==> src/rtl/ks_sub8_pipe.sv <==
// ks_sub8_pipe: pipelined Kogge-Stone subtractor, diff = a - b = a + ~b + 1.
//
// Structure: a preprocess "square" stage, then one prefix level per
// register stage, then a combinational "triangle" stage after the last
// register. The carry-in of 1 is folded into bit 0 of the generate vector.
// The pipeline stalls globally: every stage holds when the output is
// valid and the downstream is not ready.
//
// Ports:
//   clk        rising-edge clock
//   rst        synchronous active-high reset (clears all valid bits)
//   a, b       minuend / subtrahend, WIDTH bits
//   in_valid   a/b valid this cycle
//   in_ready   block accepts a/b this cycle
//   diff       a - b mod 2^WIDTH (0 while out_valid is low)
//   bout       borrow out, 1 iff a < b unsigned
//   ovf        signed overflow
//   out_valid  diff/bout/ovf valid
//   out_ready  downstream accepts the result
module ks_sub8_pipe #(
  parameter int WIDTH = 8
) (
  input  logic             clk,
  input  logic             rst,
  input  logic [WIDTH-1:0] a,
  input  logic [WIDTH-1:0] b,
  input  logic             in_valid,
  output logic             in_ready,
  output logic [WIDTH-1:0] diff,
  output logic             bout,
  output logic             ovf,
  output logic             out_valid,
  input  logic             out_ready
);

  localparam int LEVELS = $clog2(WIDTH);

  // Stage registers: index 0 is the square stage, index k holds the
  // result of prefix level k. s_p carries the original propagate vector
  // down to the triangle stage.
  logic [WIDTH-1:0] g_p  [0:LEVELS];
  logic [WIDTH-1:0] p_p  [0:LEVELS];
  logic [WIDTH-1:0] s_p  [0:LEVELS];
  logic [LEVELS:0]  vld_p;

  logic [WIDTH-1:0] g_nx [0:LEVELS];
  logic [WIDTH-1:0] p_nx [0:LEVELS];
  logic [WIDTH-1:0] s_nx [0:LEVELS];

  logic             advance;

  // One big-circle level: bits at or above span combine with the bit
  // span positions below; lower bits pass through unchanged.
  function automatic logic [2*WIDTH-1:0] ks_level(input logic [WIDTH-1:0] g,
                                                  input logic [WIDTH-1:0] p,
                                                  input int               span);
    logic [WIDTH-1:0] go;
    logic [WIDTH-1:0] po;
    go = g;
    po = p;
    for (int i = 0; i < WIDTH; i++) begin
      if (i >= span) begin
        go[i] = g[i] | (p[i] & g[i-span]);
        po[i] = p[i] & p[i-span];
      end
    end
    return {go, po};
  endfunction

  assign advance   = out_ready | ~vld_p[LEVELS];
  assign in_ready  = advance;
  assign out_valid = vld_p[LEVELS];

  always_comb begin
    // Square stage: b is inverted and cin = 1 is absorbed into bit 0,
    // which makes bit 0 generate whenever either a0 or ~b0 is set.
    g_nx[0]    = a & ~b;
    g_nx[0][0] = a[0] | ~b[0];
    p_nx[0]    = a ^ ~b;
    s_nx[0]    = a ^ ~b;
    for (int k = 1; k <= LEVELS; k++) begin
      {g_nx[k], p_nx[k]} = ks_level(g_p[k-1], p_p[k-1], 1 << (k-1));
      s_nx[k] = s_p[k-1];
    end
  end

  // ---- Stage boundary: valid bits for all stages (reset applies here only)
  always_ff @(posedge clk) begin
    if (rst) begin
      vld_p <= '0;
    end else if (advance) begin
      vld_p <= {vld_p[LEVELS-1:0], in_valid};
    end
  end

  // ---- Stage boundary: data registers for square and prefix levels
  always_ff @(posedge clk) begin
    if (advance) begin
      for (int k = 0; k <= LEVELS; k++) begin
        g_p[k] <= g_nx[k];
        p_p[k] <= p_nx[k];
        s_p[k] <= s_nx[k];
      end
    end
  end

  // ---- Triangle stage: after the last level g_p[LEVELS][i] is the carry
  // out of bit i. Outputs are forced to zero when no result is present,
  // so they read 0 after reset.
  always_comb begin
    diff = '0;
    bout = 1'b0;
    ovf  = 1'b0;
    if (vld_p[LEVELS]) begin
      diff = s_p[LEVELS] ^ {g_p[LEVELS][WIDTH-2:0], 1'b1};
      bout = ~g_p[LEVELS][WIDTH-1];
      ovf  = g_p[LEVELS][WIDTH-2] ^ g_p[LEVELS][WIDTH-1];
    end
  end

endmodule

==> config.mk <==
export PLATFORM = sky130hd
export DESIGN_NAME = ks_sub8_pipe
export DESIGN_NICKNAME = d
export VERILOG_FILES = /design/src/rtl/ks_sub8_pipe.sv
export SDC_FILE = /design/constraint.sdc
export NUM_CORES = 1
export LEC_CHECK = 0
export ABC_AREA = 1
export CORE_ASPECT_RATIO = 0.7
export CORE_UTILIZATION = 50
export DETAILED_ROUTE_END_ITERATION = 10
export PLACE_DENSITY = 0.74
export SLEW_MARGIN = 10
export SYNTH_ARGS = -nofsm -noshare
export SYNTH_HDL_FRONTEND = slang
export SYNTH_SLANG_ARGS = --single-unit
==> constraint.sdc <==
create_clock -name clk -period 6.5 [get_ports clk]
set_input_delay 1.3 -clock clk [delete_from_list [all_inputs] [get_ports clk]]
set_output_delay 1.3 -clock clk [all_outputs]
set_load 0.03 [all_outputs]
==> results.sh, run 1 <==
export IMPL_worstPathArrival_ns=2.73
export IMPL_avgRoutedWirePerCell_um=11.34
export IMPL_period_share_pct=62.05
export IMPL_power_frac_seq_pct=61.3
export IMPL_initialDrtViolationCount=129
export IMPL_hold_class="register to register"
export IMPL_clock_latency_ns=0.34
export IMPL_synth_cell_type_count=14
export IMPL_grt_pass1_wl_um=6065
export IMPL_hold_violations=0
export IMPL_post_cts_resize_count=0
export IMPL_synth_nets=214
export IMPL_cap_violations=0
export IMPL_drt_antenna_violating_nets=0
export IMPL_rrSetupSlack_ns=4.88
export IMPL_multi_input_area_um2=449.2
export IMPL_tritoncts="built"
export IMPL_num_fill_cells=422
export IMPL_post_cts_buffers=0
export IMPL_setup_viol=0
export IMPL_worstSetupPathType="primary input to output pin"
export IMPL_antenna_found_initial=0
export IMPL_rsz0062_at_grt="false"
export IMPL_cts_buffers=9
export IMPL_grt_overflow_total=0
export IMPL_via_per_inst=4.554
export IMPL_diodes=0
export IMPL_worst_slew_pin_slew_ns=0.8725
export IMPL_clkPwrFrac_pct=32.3
export IMPL_cts_sinks=78
export IMPL_r2r_start="vld_p[3]"
export IMPL_die_x_um=92.72
export IMPL_whs_path_depth=0
export IMPL_crit_slowest_cell="clkdlybuf4s50_1"
export IMPL_root_buffer="clkbuf_8"
export IMPL_die_h_um=65.50
export IMPL_fin_crit_ns=4.033
export IMPL_drive_gt1_share_pct=9.013
export IMPL_p_int_uw=837.6
export IMPL_core_mm2=0.005395
export IMPL_grt_max_degree=76
export IMPL_finalMaxSlewViolations=0
export IMPL_syn_area_mm2=0.002880
export IMPL_clk_pin_slew_ns=0.07
export IMPL_grt_pass1_vias=1297
export IMPL_p_sw_share_pct=21.15
export IMPL_start_util_pct=53.39
export IMPL_syn2layout_area_growth_pct=20.76
export IMPL_pin_count=32
export IMPL_route_detailed_drc=0
export IMPL_clock_skew_ns=0.005125
export IMPL_yosys_warnings=0
export IMPL_synth_seq_cells=78
export IMPL_fmax_mhz=248.0
export IMPL_leakagePower_nw=1.473
export IMPL_rr_worst_depth=2
export IMPL_seqCellArea_mm2=0.002302
export IMPL_path_cells="clkdlybuf4s50_1, inv_1, nand2_2, clkdlybuf4s50_1"
export IMPL_place_congestion=0.7241
export IMPL_synth_cells=186
export IMPL_r2r_end="g_p[1][2]"
export IMPL_critPathMaxStageDelay_ns=0.69
export IMPL_cp_max_fo=4
export IMPL_status="complete, no violations"
export IMPL_synth_area_per_cell_um2=15.49
export IMPL_fin_nets=256
export IMPL_total_power_mw=1.062
export IMPL_required_ns=5.20
export IMPL_cts_max_path_buffers=2
export IMPL_cp_end_kind="output pin"
export IMPL_synth_seq_area_share_pct=79.93
export IMPL_holdBufCountCts=0
export IMPL_whs_endpoint="s_p[3][6]"
export IMPL_firstDrtPassIters=4
export IMPL_die_area_mm2=0.006073
export IMPL_port_buffers=31
export IMPL_startpoint_type="primary input"
export IMPL_hpwl_um=2294
export IMPL_fin_tns_setup_ns=0
export IMPL_ir_drop_mv=0.1731
export IMPL_combPwrFrac_pct=6.4
export IMPL_slew_headroom_pct=41.83
export IMPL_drt_total_wl_um=3458
export IMPL_min_from="s_p[2][6]"
export IMPL_power_density_mw_per_mm2=305.4
export IMPL_cp_common_cell="clkdlybuf4s50_1"
export IMPL_gr_usage_all_layers_pct=14.04
export IMPL_htreeDepth=3
export IMPL_p_sw_uw=224.6
export IMPL_fp_row_count=22
export IMPL_vias=1389
-- state kept, by name, indices dropped and copies added, names as in the netlist --
| register | cells |
|---|---|
| vld_p | 4 |
| g_p | 32 |
| s_p | 23 |
| p_p | 19 |
-- stage by stage --
| stage | instance area (um^2) | utilization (%) | hold WS (ns) | cells | setup WS (ns) |
|---|---|---|---|---|---|
| after floorplan | 2880 | - | 0.4003 | 186 | 2.047 |
| after global placement | 3279 | 60.78 | 0.4008 | 289 | 2.444 |
| after detailed placement | 3279 | 60.78 | 0.4045 | 289 | 2.452 |
| after CTS | 3478 | 64.47 | 0.4228 | 305 | 2.439 |
| after global routing | 3478 | 64.47 | 0.4276 | 305 | 2.381 |
| final | 3478 | 64.47 | 0.4201 | 305 | 2.467 |
-- power groups by stage --
stage / Sequential (mW) / Combinational (mW) / Clock, mW
floorplan: 0.653 / 0.0450 / 0
global placement: 0.660 / 0.0671 / 0
detailed placement: 0.663 / 0.0692 / 0
CTS: 0.652 / 0.0698 / 0.354
global route: 0.658 / 0.0782 / 0.378
finish: 0.651 / 0.0684 / 0.343
-- worst max-delay path by stage --
| stage | start | end | slack (ns) | depth (start not counted) |
|---|---|---|---|---|
| 5_1_grt | out_ready | in_ready | 2.38 | 4 |
| 3_5_place_dp | out_ready | in_ready | 2.45 | 4 |
| 4_1_cts | out_ready | in_ready | 2.44 | 4 |
| 3_3_place_gp | out_ready | in_ready | 2.44 | 4 |
| 6_report | out_ready | in_ready | 2.47 | 4 |
| 2_1_floorplan | out_ready | in_ready | 2.05 | 2 |
-- layout by cell type (no fill, tap or decap), types with 3 or more instances in the layout --
cell type / synthesis / final
a21o_1: 10 / 10
clkbuf_8: 0 / 9
clkdlybuf4s50_1: 0 / 31
clkinv_4: 0 / 3
dfxtp_1: 4 / 4
edfxtp_1: 74 / 74
ha_1: 8 / 8
inv_1: 31 / 31
nand2_1: 28 / 27
nand3_1: 3 / 3
nor2_1: 14 / 14
xnor2_1: 8 / 8
-- kinds of logic after synthesis --
kind of cell / after synthesis / synth area share [%]
adder cells (fa/ha/maj): 8 / 3.475
buffers and inverters: 33 / 4.561
AO/OA/AOI/OAI: 11 / 2.780
XOR/XNOR: 8 / 2.433
flip-flops: 78 / 79.93
AND/OR/NAND/NOR: 48 / 6.820
-- area by class of cell --
| class | count | share of cell area [%] |
|---|---|---|
| sequential | 78 | 66.19 |
| multi-input combinational | 75 | 12.91 |
| timing repair buffer | 32 | 9.137 |
| clock buffer | 9 | 3.561 |
| inverter | 32 | 3.453 |
| tap | 72 | 2.590 |
| clock inverter | 7 | 2.158 |
-- Yosys cell counts --
| master | n | area [um^2] |
|---|---|---|
| a21o_1 | 10 | 75.07 |
| dfxtp_1 | 4 | 80.08 |
| buf_6 | 1 | 11.26 |
| xnor2_1 | 8 | 70.07 |
| nor2_2 | 2 | 12.51 |
| nand2_1 | 28 | 105.1 |
| nand3_1 | 3 | 15.01 |
| a21oi_1 | 1 | 5.000 |
| nor2_1 | 14 | 52.55 |
| ha_1 | 8 | 100.1 |
| edfxtp_1 | 74 | 2222 |
| inv_1 | 31 | 116.4 |
| nor2_4 | 1 | 11.26 |
| inv_2 | 1 | 3.750 |
-- per-layer routing --
layer	track usage [%]	up-vias	wire length (um)
met5	0	-	0
met4	3.462	0	23
met3	7.755	3	222
met2	21.48	32	1655
met1	17.54	642	1556
li1	-	712	-
-- worst max-delay path, delay by kind of cell --
kind,cells,cell delay [ns]
buffers and inverters,3,1.31
and+or+nand+nor,1,0.12
No activity file was read; power rests on OpenSTA's default activity.
==> run 2, diff against run 1 <==
- clock period: 6.5 -> 4 ns (I/O delays scaled with it)
==> run 2 against run 1 <==
Total power rose by 74%. Design area grew 1.1%. Setup slack got worse by 1.5 ns. Global-route usage up 0.72 points. First-iteration DRC count is 32% lower. Clock-buffer cell count rose by 1. Largest power group unchanged.
==> results.sh, run 2 (synthesis results as in run 1) <==
export IMPL_total_power_mw=1.845
export IMPL_utilization_pct=65.19
export IMPL_finalMaxSlewViolations=0
export IMPL_worstPathArrival_ns=2.25
export IMPL_diodes=0
export IMPL_drt_total_wl_um=3589
export IMPL_layout_common_cells="edfxtp_1 (74), inv_1 (31), clkdlybuf4s50_1 (31)"
export IMPL_holdBufCountCts=0
export IMPL_cap_violations=0
export IMPL_fp_row_count=22
export IMPL_cts_sinks=78
export IMPL_leakagePower_nw=1.492
export IMPL_htreeDepth=3
export IMPL_die_x_um=92.72
export IMPL_vias=1376
export IMPL_pin_count=32
export IMPL_route_detailed_drc=0
export IMPL_grt_pass1_wl_um=6230
export IMPL_core_mm2=0.005395
export IMPL_syn2layout_area_growth_pct=22.11
export IMPL_fin_nets=256
export IMPL_rsz0062_at_grt="false"
export IMPL_cts_buffers=9
export IMPL_firstDrtPassIters=4
export IMPL_die_h_um=65.50
export IMPL_post_cts_resize_count=0
export IMPL_hold_violations=0
export IMPL_whs_path_depth=0
export IMPL_rrSetupSlack_ns=2.32
export IMPL_grt_overflow_total=0
export IMPL_cts_max_path_buffers=2
export IMPL_hold_class="register to register"
export IMPL_finalWorstSetupSlack_ns=0.9457
export IMPL_r2r_end="p_p[0][1]"
export IMPL_whs_endpoint="s_p[3][2]"
export IMPL_largest_reg_flops=32
export IMPL_rr_worst_depth=2
export IMPL_clock_latency_ns=0.34
export IMPL_final_common_cell="edfxtp_1"
export IMPL_r2r_start="vld_p[3]"
export IMPL_tritoncts="built"
export IMPL_dpl_instance_area_mm2=0.003279
export IMPL_power_density_mw_per_mm2=524.7
export IMPL_clock_skew_ns=0.008395
export IMPL_clk_pin_slew_ns=0.07
export IMPL_fmax_mhz=327.4
export IMPL_cp_max_fo=4
export IMPL_antenna_found_initial=0
export IMPL_post_cts_buffers=0
export IMPL_port_buffers=31
export IMPL_cp_end_kind="output pin"
export IMPL_cp_common_cell="clkdlybuf4s50_1"
export IMPL_fin_tns_setup_ns=0
export IMPL_worstSetupPathType="primary input to output pin"
export IMPL_path_cells="clkdlybuf4s50_1, inv_1, nand2_2, clkdlybuf4s50_1"
export IMPL_required_ns=3.20
export IMPL_critPathMaxStageDelay_ns=0.69
export IMPL_place_congestion=0.7298
export IMPL_gr_usage_all_layers_pct=14.76
export IMPL_die_area_mm2=0.006073
export IMPL_root_buffer="clkbuf_8"
export IMPL_startpoint_type="primary input"
export IMPL_dpl_cell_count=289
export IMPL_slew_headroom_pct=40.12
export IMPL_hold_ws_ns=0.4224
export IMPL_initialDrtViolationCount=88
export IMPL_ir_drop_mv=0.3047
export IMPL_drt_antenna_violating_nets=0
export IMPL_top_regs="g_p: 32 flops, s_p: 23 flops, p_p: 19 flops"
export IMPL_finalNonFillerCells=305
export IMPL_period_share_pct=76.36
export IMPL_drive_gt1_share_pct=9.013
export IMPL_start_util_pct=53.39
export IMPL_min_from="s_p[2][2]"
export IMPL_fin_crit_ns=3.054
export IMPL_setup_viol=0
export IMPL_grt_max_degree=76
export IMPL_hpwl_um=2283
export IMPL_crit_slowest_cell="clkdlybuf4s50_1"
export IMPL_top_register="g_p"
export IMPL_grt_pass1_vias=1314
export IMPL_stdcell_area_mm2=0.003517
export IMPL_worst_slew_pin_slew_ns=0.8982
export IMPL_via_per_inst=4.511
export IMPL_dp_slack_ns=0.9424
export IMPL_status="complete, no violations"
export IMPL_avgRoutedWirePerCell_um=11.77
## run 2: cell types whose count changed in the layout (fill, tap and decap cells not counted), sizes merged
cell    before  now
bufinv       1    3
clkinv       4    1
clkbuf       9   10
## run 2: power breakdown
part           internal, mW  switching (mW)
combinational        0.0621          0.0494
sequential             1.01          0.0466
clock                 0.413           0.263
## run 2: worst max-delay path by stage
stage	start	to	cells past startpoint
after floorplan	out_ready	in_ready	2
after global placement	out_ready	in_ready	4
after detailed placement	out_ready	in_ready	4
after CTS	out_ready	in_ready	4
after global routing	out_ready	in_ready	4
final	out_ready	in_ready	4
## run 2: worst max-delay path: cells and delay by family
| family | cells | cell delay, ns |
|---|---|---|
| buf+inv | 3 | 1.33 |
| simple gates | 1 | 0.13 |
## run 2: metal layers
layer  global-route usage (%)  vias to the layer above  routed length [um]
met4                    7.500                        0                  65
met3                    7.639                        5                 205
li1                         -                      715                   -
met2                    21.48                       33                1627
met1                    18.15                      623                1690
met5                        0                        -                   0
## run 2: cell type report
type	count	area (um^2)
multi-input cells	75	449.2
repair buffers	32	317.8
inverters	32	120.1
clock buffers	10	127.6
flip-flops and latches	78	2302
clock inverters	6	110.1
fillers	428	1878
well taps	72	90.09
